<file path="src/rtl/regfile_wb_arbiter.sv">
// Round-robin arbiter that merges ALU and load writebacks into a one-entry stage
// driving the regfile write port, plus read-after-write hazard flags for decode.
//
// state    | meaning
// ST_EMPTY | no write pending in the output stage
// ST_FULL  | stage holds a write; drains on any edge without wb_hold
module regfile_wb_arbiter #(
  parameter int DW       = 32,
  parameter int AW       = 5,
  parameter int ZERO_REG = 31
) (
  input  logic          clock,
  input  logic          reset_n,
  input  logic          req0_valid,
  input  logic [AW-1:0] req0_rc,
  input  logic [DW-1:0] req0_wdata,
  output logic          req0_ready,
  input  logic          req1_valid,
  input  logic [AW-1:0] req1_rc,
  input  logic [DW-1:0] req1_wdata,
  output logic          req1_ready,
  input  logic          wb_hold,
  input  logic [AW-1:0] ra,
  input  logic [AW-1:0] rb,
  output logic          wb_werf,
  output logic [AW-1:0] wb_rc,
  output logic [DW-1:0] wb_wdata,
  output logic          hazard_a,
  output logic          hazard_b,
  output logic          last_grant
);

  localparam logic [AW-1:0] ZR = AW'(ZERO_REG);

  typedef enum logic {
    ST_EMPTY = 1'b0,
    ST_FULL  = 1'b1
  } stg_state_t;

  stg_state_t    state, state_nxt;
  logic [AW-1:0] stg_rc;
  logic [DW-1:0] stg_wdata;
  logic          grant_ptr;
  logic          stg_valid;
  logic          drain;
  logic          can_acc;
  logic          gnt_idx;
  logic          accept;

  always_ff @(posedge clock or negedge reset_n) begin
    if (!reset_n) begin
      state <= ST_EMPTY;
    end else begin
      state <= state_nxt;
    end
  end

  // A lone requester always wins; a tie goes to whoever was not served last.
  always_comb begin
    stg_valid = (state == ST_FULL);
    drain     = stg_valid && !wb_hold;
    can_acc   = !stg_valid || !wb_hold;
    gnt_idx   = (req0_valid && req1_valid) ? !grant_ptr : req1_valid;
    accept    = can_acc && (req0_valid || req1_valid);
    state_nxt = state;
    if (accept) begin
      state_nxt = ST_FULL;
    end else if (drain) begin
      state_nxt = ST_EMPTY;
    end
  end

  always_ff @(posedge clock or negedge reset_n) begin
    if (!reset_n) begin
      stg_rc    <= '0;
      stg_wdata <= '0;
      grant_ptr <= 1'b1;
    end else if (accept) begin
      stg_rc    <= gnt_idx ? req1_rc    : req0_rc;
      stg_wdata <= gnt_idx ? req1_wdata : req0_wdata;
      grant_ptr <= gnt_idx;
    end
  end

  assign req0_ready = accept && !gnt_idx;
  assign req1_ready = accept && gnt_idx;

  // Zero-register writes occupy the stage but never reach the regfile.
  assign wb_werf    = drain && (stg_rc != ZR);
  assign wb_rc      = stg_rc;
  assign wb_wdata   = stg_wdata;
  assign hazard_a   = stg_valid && (stg_rc == ra) && (ra != ZR);
  assign hazard_b   = stg_valid && (stg_rc == rb) && (rb != ZR);
  assign last_grant = grant_ptr;

endmodule

</file>
<file path="config.mk">
export PLATFORM = sky130hd
export DESIGN_NAME = regfile_wb_arbiter
export DESIGN_NICKNAME = d
export VERILOG_FILES = /design/src/rtl/regfile_wb_arbiter.sv
export SDC_FILE = /design/constraint.sdc
export NUM_CORES = 1
export LEC_CHECK = 0
export CORE_MARGIN = 2
export CORE_UTILIZATION = 37
export DETAILED_ROUTE_END_ITERATION = 6
export GPL_TIMING_DRIVEN = 0
export PLACE_DENSITY = 0.85
export SYNTH_ARGS = -nofsm -noshare
export SYNTH_HDL_FRONTEND = slang
export SYNTH_SLANG_ARGS = --single-unit
</file>
<file path="constraint.sdc">
create_clock -name clock -period 2.3 [get_ports clock]
set_input_delay 0.46 -clock clock [delete_from_list [all_inputs] [get_ports clock]]
set_output_delay 0.46 -clock clock [all_outputs]
set_load 0.1 [all_outputs]
</file>
Word-level counts from Yosys, hierarchy flattened
Index checks and enable logic that the tools add are counted.
{"block": "word_totals", "regBits": 39, "wordCells": 31}
{"block": "classes", "n_eq_ne": 5, "muxes": 5, "reduce_logical": 17}
{"cell": "$mux W32", "n": 1}
{"cell": "$ne A5 B5 Y1 const B", "n": 3}
{"cell": "$eq A5 B5 Y1", "n": 2}
{"cell": "$logic_and A1 B1 Y1", "n": 10}
{"cell": "$mux W5", "n": 1}
{"cell": "$logic_not A1 Y1", "n": 4}
{"cell": "$mux W1", "n": 3}
{"cell": "$logic_or A1 B1 Y1", "n": 2}
{"cell": "$reduce_bool A2 Y1", "n": 1}

Longest topological paths before layout
Gate-level depths: netlist of run 1.
{"block": "logic_depth", "ltp_word": 4, "depth_mapped": 5}

Least setup slack after synthesis of run 1
OpenSTA, ideal clock, no wires.
{"block": "synth_path", "path_type": "reg2out", "from": "register stg_rc[3] (netlist: wb_rc[3])", "to": "output port hazard_a", "t_arrival_ns": 4.094, "required_ns": 1.840, "setup_slack_ns": -2.254, "stages_incl_launch_ff": 4, "path_buffers": 0, "path_cell_list": "dfrtp_1 xnor2_1 nand4_1 nor4_1"}
{"block": "synth_via", "elab_chain_cells": 3}
{"element": "from (decl)", "line_no": "41", "rtl": "logic [AW-1:0] stg_rc;"}
{"element": "from (signal assigned)", "line_no": "79", "rtl": "stg_rc <= gnt_idx ? req1_rc : req0_rc;"}
{"element": "$eq A5 B5 Y1", "line_no": "92", "rtl": "assign hazard_a = stg_valid && (stg_rc == ra) && (ra != ZR);"}
{"element": "$logic_and A1 B1 Y1 (2 in series)", "line_no": "92"}
{"element": "to (decl)", "line_no": "28", "rtl": "output logic hazard_a,"}
No other way between the ends.

Worst setup path after layout of run 1
{"block": "layout_path", "from": "register stg_wdata[29] (netlist: wb_wdata[29])", "to": "output port wb_wdata[29]"}
{"element": "from (decl)", "line_no": "42", "rtl": "logic [DW-1:0] stg_wdata;"}
{"element": "from (signal assigned)", "line_no": "80", "rtl": "stg_wdata <= gnt_idx ? req1_wdata : req0_wdata;"}
{"element": "to (decl)", "line_no": "27", "rtl": "output logic [DW-1:0] wb_wdata,"}
No word-level cell between the ends.

==> flow_metrics.py, run 1 <==
metrics = {
    "run_status": {
        "status": "finished clean",
    },
    "placed_design": {
        "post_place_instance_area_um2": 3300,
        "io_buffer_count": 131,
        "post-place-cells": 350,
        "place_worst_setup_slack_ns": -0.910,
        "gp_congestion": 0.759,
        "hpwl_um": 4430,
    },
    "route": {
        "wl_um": 5880,
        "route.detailed.drc": 0,
        "vias_per_cell": 5.09,
        "drt.antenna.violating_nets": 0,
        "drt_iter0_markers": 85,
        "via_count": 1822,
        "drt_pre_antenna_iters": 6,
        "route.detailed.wl_per_inst_um": 16.4,
    },
    "layout": {
        "layout.core_utilization_pct": 70.8,
        "syn2layout_area_growth_pct": 82.8,
        "finish.cell_count_without_fillers": 358,
        "layout-drive-gt1-share_pct": 10.3,
        "area_occupied_by_multi_input_gates_um2": 831,
        "final_net_count": 379,
        "finish.instance_area_um2": 3390,
        "register_area_um2": 991,
        "fillers": 382,
        "antenna_cells": 0,
    },
    "sta": {
        "worst_clock_skew_ns": 0.00987,
        "worst-slew-pin-transition_ns": 0.993,
        "fin_crit_sh_pct": 98.3,
        "final-max-slew-violation-count": 0,
        "setup_tns_ns": 0,
        "maximum_clock_frequency_ghz": 0.442,
        "report.final.setup_viol": 0,
        "final_critical_path_setup_slack_ns": 0.0385,
        "fin_crit_ns": 2.26,
        "fin_hold_ws_ns": 0.289,
        "slew-limit-headroom_pct": 33.6,
        "hold_violations": 0,
        "rsz_0062_raised_after_global_routing": "false",
    },
    "logic_synthesis": {
        "synth.yosys.seq_area_share_pct": 52.7,
        "ys_seq_elements": 39,
        "postSynthNetCount": 241,
        "yosysMostFrequentCell": "sky130_fd_sc_hd__dfrtp_1",
        "post_synth_inst_count": 152,
        "synthTopCellsByCount": "sky130_fd_sc_hd__dfrtp_1, sky130_fd_sc_hd__a221o_1, sky130_fd_sc_hd__and2_1",
        "synth_edf_count": 0,
        "yosys.cell_types.count": 20,
        "synthFlopType": "sky130_fd_sc_hd__dfrtp_1",
        "ys.warnings.count": 0,
        "ys_top_cells_by_area": "sky130_fd_sc_hd__dfrtp_1, sky130_fd_sc_hd__a221o_1, sky130_fd_sc_hd__and2_1",
        "ys_async_sr_fraction_pct": 100,
        "syn_area_per_cell_um2": 12.2,
        "synth.top_cell.area_share_pct": 51.3,
        "synth_top_area_cell": "sky130_fd_sc_hd__dfrtp_1",
        "syn-cell-area_um2": 1850,
    },
    "global_routing": {
        "track_usage_pct": 20.9,
        "first_global_vias": 1863,
        "grt_remaining_overflow": 0,
        "largest_net_degree_at_the_start_of_global_routing": 40,
        "antenna_found_initial": 0,
        "global_route_wire_length_before_repair_um": 8820,
    },
    "floorplanning": {
        "die_w_um": 74.8,
        "die-area_um2": 5590,
        "floorplan.die.height_um": 74.8,
        "ios": 132,
        "core.rowCount": 25,
        "core_region_area_um2": 4790,
        "initial_cell_density_of_the_core_pct": 38.7,
    },
    "power": {
        "combinationalPowerShare_pct": 54.3,
        "p_switching_mw": 1.41,
        "totalPowerFinal_mw": 2.90,
        "clock_power_share_pct": 15.5,
        "p_sw_share_pct": 48.5,
        "p_int_mw": 1.50,
        "power_density_nw_per_um2": 857,
        "leakagePower_nw": 1.39,
        "seq_power_share_pct": 30.2,
        "vdd_ir_drop_max_uv": 490,
    },
    "clocking": {
        "hold_buffers": 0,
        "clock_tree.root_cell": "sky130_fd_sc_hd__clkbuf_8",
        "htree_num_levels": 2,
        "numCtsBuffers": 5,
        "numClockSinks": 39,
        "maximum_buffer_depth_of_the_clock_tree": 2,
        "clk_pin_slew_worst_paths_ns": 0.08,
        "worstSkewPairLatency_ns": 0.29,
        "postCtsSetupBuffers": 0,
        "cts_tree": "yes",
    },
    "hold_path": {
        "timing.hold.worst.class": "primary input to asynchronous set/reset pin",
    },
    "critical_path": {
        "worst-endpoint-required_ns": 1.84,
        "ordered_cell_list_for_the_critical_path": "clkdlybuf4s50_1",
        "cp-end-kind": "primary output",
        "cp.arrival_ns": 1.80,
        "timing_worst_setup_path_type": "register to primary output",
        "max_stage_delay_ns": 1.15,
        "cp_max_fo": 2,
        "worstSetupStartpointType": "register",
        "critical_path_buf_inv_count": 1,
        "slowest_stage": "sky130_fd_sc_hd__clkdlybuf4s50_1",
        "path_delay_family": "buffers and inverters",
    },
    "run": {
        "cap_violations": 0,
    },
}
-- registers in the layout, indices dropped and copies added (netlist names) --
signal / flops
wb_wdata: 32
state: 1
last_grant: 1
wb_rc: 5
-- final timing paths --
check | from | end | slack [ns] | cells past startpoint
max | wb_wdata[29] | wb_wdata[29] | 0.04 | 1
min | reset_n | wb_wdata[10] | 0.29 | 1
max reg2reg | state | wb_wdata[16] | 0.67 | 5
min reg2reg | last_grant | last_grant | 0.52 | 1
max in group asynchronous | reset_n | wb_rc[0] | 1.36 | 1
min in group clock | last_grant | last_grant | 0.52 | 1
-- layer usage --
metal / GRT usage [%] / vias up / wire length, um
met5: 0 / - / 0
met2: 35.0 / 81 / 2950
met3: 5.09 / 12 / 379
li1: - / 849 / -
met4: 8.13 / 0 / 109
met1: 26.2 / 880 / 2440
-- cell type report --
| type | instances | area share (%) |
|---|---|---|
| Timing Repair Buffer | 131 | 38.7 |
| Sequential cell | 39 | 29.2 |
| Multi-Input combinational cell | 101 | 24.5 |
| Buffer | 12 | 2.62 |
| Tap cell | 67 | 2.47 |
| Clock buffer | 7 | 2.25 |
| Clock inverter | 1 | 0.148 |
-- power groups by stage --
stage / Combinational (mW) / Sequential [mW] / Clock, mW
final: 1.58 / 0.878 / 0.450
after global placement: 1.57 / 0.886 / 0
after detailed placement: 1.59 / 0.889 / 0
after CTS: 1.58 / 0.878 / 0.464
after global routing: 1.63 / 0.892 / 0.481
after floorplan: 0.298 / 1.70 / 0
-- logic make-up (layout without fill, tap and decap cells) --
group | Yosys count | in the layout | synth area share, %
simple gates | 52 | 52 | 17.0
xor+xnor | 10 | 10 | 4.73
compound gates | 39 | 39 | 20.9
flops | 39 | 39 | 52.7
buf+inv | 12 | 151 | 4.66
-- what timing repair did --
item | in CTS | in global routing
resized for setup | 37 | 3
pin swaps | 0 | 2
setup endpoints to repair | 11 | 4
-- layout by cell type (no fill, tap or decap) --
cell type | synthesis | final
sky130_fd_sc_hd__a21o_1 | 1 | 1
sky130_fd_sc_hd__a221o_1 | 37 | 37
sky130_fd_sc_hd__and2_1 | 37 | 37
sky130_fd_sc_hd__and3_1 | 1 | 1
sky130_fd_sc_hd__and3_4 | 1 | 1
sky130_fd_sc_hd__buf_2 | 3 | 3
sky130_fd_sc_hd__buf_6 | 5 | 7
sky130_fd_sc_hd__buf_8 | 0 | 2
sky130_fd_sc_hd__clkbuf_1 | 4 | 6
sky130_fd_sc_hd__clkbuf_4 | 0 | 1
sky130_fd_sc_hd__clkbuf_8 | 0 | 5
sky130_fd_sc_hd__clkdlybuf4s15_2 | 0 | 1
sky130_fd_sc_hd__clkdlybuf4s50_1 | 0 | 119
sky130_fd_sc_hd__clkinv_2 | 0 | 1
sky130_fd_sc_hd__dfrtp_1 | 38 | 33
sky130_fd_sc_hd__dfrtp_2 | 0 | 2
sky130_fd_sc_hd__dfrtp_4 | 0 | 3
sky130_fd_sc_hd__dfstp_2 | 1 | 1
sky130_fd_sc_hd__dlygate4sd2_1 | 0 | 6
sky130_fd_sc_hd__nand2_1 | 4 | 4
sky130_fd_sc_hd__nand2b_1 | 1 | 1
sky130_fd_sc_hd__nand3_1 | 1 | 1
sky130_fd_sc_hd__nand4_1 | 2 | 2
sky130_fd_sc_hd__nor2_1 | 2 | 2
sky130_fd_sc_hd__nor3b_4 | 0 | 1
sky130_fd_sc_hd__nor4_4 | 0 | 2
sky130_fd_sc_hd__o2bb2ai_1 | 1 | 1
sky130_fd_sc_hd__xnor2_1 | 6 | 6
sky130_fd_sc_hd__xor2_1 | 4 | 4
-- worst register-to-register path, cell delays in order, from the launching register on --
cell and delay, ns:
sky130_fd_sc_hd__dfrtp_1 0.45, sky130_fd_sc_hd__o2bb2ai_1 0.17, sky130_fd_sc_hd__buf_2 0.18, sky130_fd_sc_hd__clkbuf_1 0.22, sky130_fd_sc_hd__and2_1 0.22, sky130_fd_sc_hd__a221o_1 0.27
Note: power is estimated with default switching activity, not from simulation.
==> run 2: changes to the inputs <==
--- a/config.mk
+++ b/config.mk
@@ -5,11 +5,13 @@
 export SDC_FILE = /design/constraint.sdc
 export NUM_CORES = 1
 export LEC_CHECK = 0
+export CORE_ASPECT_RATIO = 1.5
 export CORE_MARGIN = 2
 export CORE_UTILIZATION = 37
 export DETAILED_ROUTE_END_ITERATION = 6
 export GPL_TIMING_DRIVEN = 0
 export PLACE_DENSITY = 0.85
+export RECOVER_POWER = 25
 export SYNTH_ARGS = -nofsm -noshare
 export SYNTH_HDL_FRONTEND = slang
 export SYNTH_SLANG_ARGS = --single-unit
==> flow_metrics.py, run 2 (same netlist as run 1, synthesis figures left out) <==
metrics = {
    "power": {
        "p_int_mw": 1.56,
        "p_sw_share_pct": 47.4,
        "seq_power_share_pct": 29.6,
        "leakagePower_nw": 1.40,
        "power_density_nw_per_um2": 869,
        "vdd_ir_drop_max_uv": 491,
        "clock_power_share_pct": 17.1,
        "p_switching_mw": 1.40,
        "combinationalPowerShare_pct": 53.3,
    },
    "floorplanning": {
        "core.rowCount": 31,
        "ios": 132,
        "initial_cell_density_of_the_core_pct": 38.5,
        "floorplan.die.height_um": 90.7,
        "core_region_area_um2": 4810,
        "die-area_um2": 5600,
        "die_w_um": 61.8,
    },
    "clocking": {
        "numClockSinks": 39,
        "cts_tree": "yes",
        "clock_tree.root_cell": "sky130_fd_sc_hd__clkbuf_8",
        "numCtsBuffers": 5,
        "worstSkewPairLatency_ns": 0.29,
        "htree_num_levels": 2,
        "postCtsSetupBuffers": 0,
        "clk_pin_slew_worst_paths_ns": 0.08,
        "maximum_buffer_depth_of_the_clock_tree": 2,
    },
    "route": {
        "route.detailed.drc": 0,
        "drt.antenna.violating_nets": 0,
        "route.detailed.wl_per_inst_um": 16.4,
        "drt_pre_antenna_iters": 4,
        "drt_iter0_markers": 63,
        "wl_um": 5860,
        "vias_per_cell": 5.12,
        "via_count": 1827,
    },
    "layout": {
        "final_cell_mix": "sky130_fd_sc_hd__clkdlybuf4s50_1, sky130_fd_sc_hd__and2_1, sky130_fd_sc_hd__a221o_1, sky130_fd_sc_hd__dfrtp_1, sky130_fd_sc_hd__buf_6",
        "antenna_cells": 0,
        "layout_commonest_cell": "sky130_fd_sc_hd__clkdlybuf4s50_1",
        "syn2layout_area_growth_pct": 83.7,
        "fillers": 394,
        "layout-drive-gt1-share_pct": 11.0,
        "register_area_um2": 991,
        "final_net_count": 379,
        "largest_register_ffs": 32,
        "area_occupied_by_multi_input_gates_um2": 833,
        "finish.instance_area_um2": 3400,
    },
    "placed_design": {
        "io_buffer_count": 131,
        "hpwl_um": 4460,
        "place_worst_setup_slack_ns": -0.898,
        "post_place_instance_area_um2": 3300,
        "gp_congestion": 0.774,
    },
    "critical_path": {
        "cp.arrival_ns": 1.80,
        "ordered_cell_list_for_the_critical_path": "clkdlybuf4s50_1",
        "crit-reg2reg-capture": "wb_wdata[19]",
        "max_stage_delay_ns": 1.15,
        "critical_path_buf_inv_count": 1,
        "slowest_stage": "sky130_fd_sc_hd__clkdlybuf4s50_1",
        "cp-end-kind": "primary output",
        "critical_path.reg2reg.startpoint": "state",
        "worst-endpoint-required_ns": 1.84,
        "path_delay_family": "buffers and inverters",
        "worst-r2r-cell-count": 5,
        "cp_max_fo": 2,
        "regToRegSetupSlack_ns": 0.71,
        "timing_worst_setup_path_type": "register to primary output",
        "worstSetupStartpointType": "register",
    },
    "run_status": {
        "status": "finished clean",
    },
    "run": {
        "cap_violations": 0,
    },
    "global_routing": {
        "grt_remaining_overflow": 0,
        "global_route_wire_length_before_repair_um": 9250,
        "track_usage_pct": 21.7,
        "largest_net_degree_at_the_start_of_global_routing": 40,
        "first_global_vias": 1858,
        "antenna_found_initial": 0,
    },
    "sta": {
        "slew-limit-headroom_pct": 33.1,
        "fin_crit_ns": 2.26,
        "fin_crit_sh_pct": 98.4,
        "setup_tns_ns": 0,
        "report.final.setup_viol": 0,
        "worst-slew-pin-transition_ns": 1.00,
        "maximum_clock_frequency_ghz": 0.442,
        "hold_violations": 0,
        "final_critical_path_setup_slack_ns": 0.0370,
        "rsz_0062_raised_after_global_routing": "false",
        "final-max-slew-violation-count": 0,
        "worst_clock_skew_ns": 0.00769,
    },
    "hold_path": {
        "timing.hold.worst.class": "primary input to asynchronous set/reset pin",
    },
}
==> run 2: worst max path at each step <==
stage / slack (ns) / start / depth (start not counted) / end
after global placement: -0.87 / wb_hold / 5 / req1_ready
after global routing: 0.002 / wb_wdata[10] / 1 / wb_wdata[10]
after CTS: 0.007 / wb_hold / 5 / req1_ready
final: 0.04 / wb_wdata[30] / 1 / wb_wdata[30]
after floorplan: -0.21 / wb_rc[0] / 3 / hazard_a
after detailed placement: -0.90 / wb_hold / 5 / req1_ready
==> run 2: power by group through the flow <==
stage	logic (mW)	clock network (mW)	registers, mW
global placement	1.57	0	0.886
floorplan	0.298	0	1.70
CTS	1.58	0.515	0.877
finish	1.58	0.507	0.876
global route	1.63	0.550	0.894
detailed placement	1.59	0	0.887
==> run 2: per-layer routing <==
metal	global-route usage [%]	part of all wire [%]	vias up
li1	-	-	849
met1	27.7	38	880
met2	35.6	53	90
met3	5.44	7.4	8
met4	5.85	1.2	0
met5	0	0	-
==> run 2: timing repair <==
action,4_1_cts,5_1_grt
hold buffers,0,0
pin swaps,0,2
gates resized for setup,35,6
setup endpoints to repair,11,5
==> run 2: cell type report <==
cell class / instances / area share (%)
Buffer: 12 / 2.61
Clock buffer: 8 / 2.94
Multi-Input combinational cell: 101 / 24.5
Sequential cell: 39 / 29.1
Tap cell: 66 / 2.43
Timing Repair Buffer: 131 / 38.4
==> run 2: metrics by stage <==
stage	hold WS, ns	power [mW]	instances	utilization, %
after CTS	0.317	2.97	357	70.4
after detailed placement	0.521	2.48	349	68.5
after global placement	0.512	2.46	349	68.7
after global routing	0.410	3.07	357	70.8
final	0.327	2.96	357	70.8
after floorplan	0.164	2.00	152	-
==> run 3: changes to the inputs <==
--- a/config.mk
+++ b/config.mk
@@ -7,11 +7,12 @@
 export LEC_CHECK = 0
 export CORE_ASPECT_RATIO = 1.5
 export CORE_MARGIN = 2
-export CORE_UTILIZATION = 37
+export CORE_UTILIZATION = 35
 export DETAILED_ROUTE_END_ITERATION = 6
 export GPL_TIMING_DRIVEN = 0
-export PLACE_DENSITY = 0.85
+export PLACE_DENSITY = 0.81
 export RECOVER_POWER = 25
+export SKIP_LAST_GASP = 1
 export SYNTH_ARGS = -nofsm -noshare
 export SYNTH_HDL_FRONTEND = slang
 export SYNTH_SLANG_ARGS = --single-unit
==> flow_metrics.py, run 3 (same netlist as run 1, synthesis figures left out) <==
metrics = {
    "sta": {
        "worst_clock_skew_ns": 0.00879,
        "slew-limit-headroom_pct": 32.7,
        "maximum_clock_frequency_ghz": 0.438,
        "rsz_0062_raised_after_global_routing": "true",
        "hold_violations": 0,
        "final_critical_path_setup_slack_ns": 0.0182,
        "final-max-slew-violation-count": 0,
        "fin_crit_sh_pct": 99.2,
        "fin_crit_ns": 2.28,
        "report.final.setup_viol": 0,
        "worst-slew-pin-transition_ns": 1.01,
    },
    "layout": {
        "syn2layout_area_growth_pct": 83.9,
        "final_cell_mix": "sky130_fd_sc_hd__clkdlybuf4s50_1, sky130_fd_sc_hd__and2_1, sky130_fd_sc_hd__a221o_1, sky130_fd_sc_hd__dfrtp_1, sky130_fd_sc_hd__buf_6",
        "register_area_um2": 991,
        "area_occupied_by_multi_input_gates_um2": 841,
        "layout_commonest_cell": "sky130_fd_sc_hd__clkdlybuf4s50_1",
        "layout-drive-gt1-share_pct": 11.3,
        "antenna_cells": 0,
        "final_net_count": 379,
        "fillers": 438,
        "largest_register_ffs": 32,
    },
    "run": {
        "cap_violations": 0,
    },
    "power": {
        "leakagePower_nw": 1.42,
        "power_density_nw_per_um2": 857,
        "vdd_ir_drop_max_uv": 558,
        "totalPowerFinal_mw": 2.92,
    },
    "run_status": {
        "status": "finished clean",
    },
    "placed_design": {
        "hpwl_um": 4480,
        "io_buffer_count": 131,
        "place_worst_setup_slack_ns": -0.887,
        "gp_congestion": 0.760,
    },
    "clocking": {
        "worstSkewPairLatency_ns": 0.29,
        "maximum_buffer_depth_of_the_clock_tree": 2,
        "hold_buffers": 0,
        "cts_tree": "yes",
        "clock_tree.root_cell": "sky130_fd_sc_hd__clkbuf_8",
        "clk_pin_slew_worst_paths_ns": 0.08,
        "postCtsSetupBuffers": 0,
        "numClockSinks": 39,
        "htree_num_levels": 2,
        "numCtsBuffers": 5,
    },
    "route": {
        "route.detailed.wl_per_inst_um": 16.2,
        "wl_um": 5810,
        "drt_pre_antenna_iters": 4,
        "via_count": 1776,
        "drt_iter0_markers": 48,
        "drt.antenna.violating_nets": 0,
        "vias_per_cell": 4.95,
        "route.detailed.drc": 0,
    },
    "global_routing": {
        "global_route_wire_length_before_repair_um": 9120,
        "track_usage_pct": 19.9,
        "grt_remaining_overflow": 0,
        "first_global_vias": 1891,
        "largest_net_degree_at_the_start_of_global_routing": 40,
        "antenna_found_initial": 0,
    },
    "critical_path": {
        "cp.arrival_ns": 1.82,
        "worst-endpoint-required_ns": 1.84,
        "timing_worst_setup_path_type": "primary input to primary output",
        "worstSetupStartpointType": "primary input",
        "regToRegSetupSlack_ns": 0.74,
        "cp-end-kind": "primary output",
        "cp_max_fo": 10,
    },
    "floorplanning": {
        "die_w_um": 63.4,
        "die-area_um2": 5900,
        "ios": 132,
        "floorplan.die.height_um": 93.1,
        "core.rowCount": 32,
        "core_region_area_um2": 5120,
        "initial_cell_density_of_the_core_pct": 36.2,
    },
    "hold_path": {
        "timing.hold.worst.class": "primary input to asynchronous set/reset pin",
    },
}
[run 3: worst max-delay path: stages]
cell,delay (ns)
sky130_fd_sc_hd__clkdlybuf4s50_1,0.50
sky130_fd_sc_hd__nand2_1,0.14
sky130_fd_sc_hd__and3_1,0.21
sky130_fd_sc_hd__buf_2,0.25
sky130_fd_sc_hd__buf_6,0.26
[run 3: worst paths after layout]
path	start	endpoint	cells after the start
max	wb_hold	req1_ready	5
min	reset_n	wb_rc[0]	1
max reg2reg	state	wb_wdata[16]	5
min reg2reg	last_grant	last_grant	1
max in group asynchronous	reset_n	wb_rc[3]	1
min in group clock	last_grant	last_grant	1
[run 3: layout make-up]
cell class	instances	share of cell area (%)
timing repair buffer	131	38.5
sequential	39	29.1
clock inverter	1	0.147
clock buffer	7	2.53
buffer	12	2.53
tap	68	2.50
multi-input combinational	101	24.7
[run 3: stage by stage]
stage / instance area, um2 / TNS, ns / util, % / hold WS [ns] / instances
2_1_floorplan: 1910 / -0.422 / - / 0.164 / 152
3_3_place_gp: 3300 / -13.72 / 64.5 / 0.511 / 351
3_5_place_dp: 3300 / -3.87 / 64.4 / 0.522 / 351
4_1_cts: 3380 / -0.181 / 65.9 / 0.311 / 359
5_1_grt: 3410 / -0.0495 / 66.5 / 0.399 / 359
6_report: 3410 / 0 / 66.5 / 0.299 / 359
[run 3: report_power, final]
part           total, mW  switching [mW]  internal, mW
clock network      0.468           0.226         0.242
registers          0.876          0.0712         0.805
logic               1.58            1.10         0.477
total               2.92            1.40          1.52
[run 3: repair_timing]
action | 4_1_cts | 5_1_grt
pin swaps | 0 | 3
resized for setup | 34 | 9
endpoints found under the setup margin | 11 | 7
[run 3: metal layers]
metal / track usage, % / vias to the layer above / wire length, um
li1: - / 852 / -
met2: 35.4 / 77 / 3060
met4: 6.70 / 0 / 121
met3: 5.17 / 12 / 379
met5: 0 / - / 0
met1: 23.0 / 835 / 2250
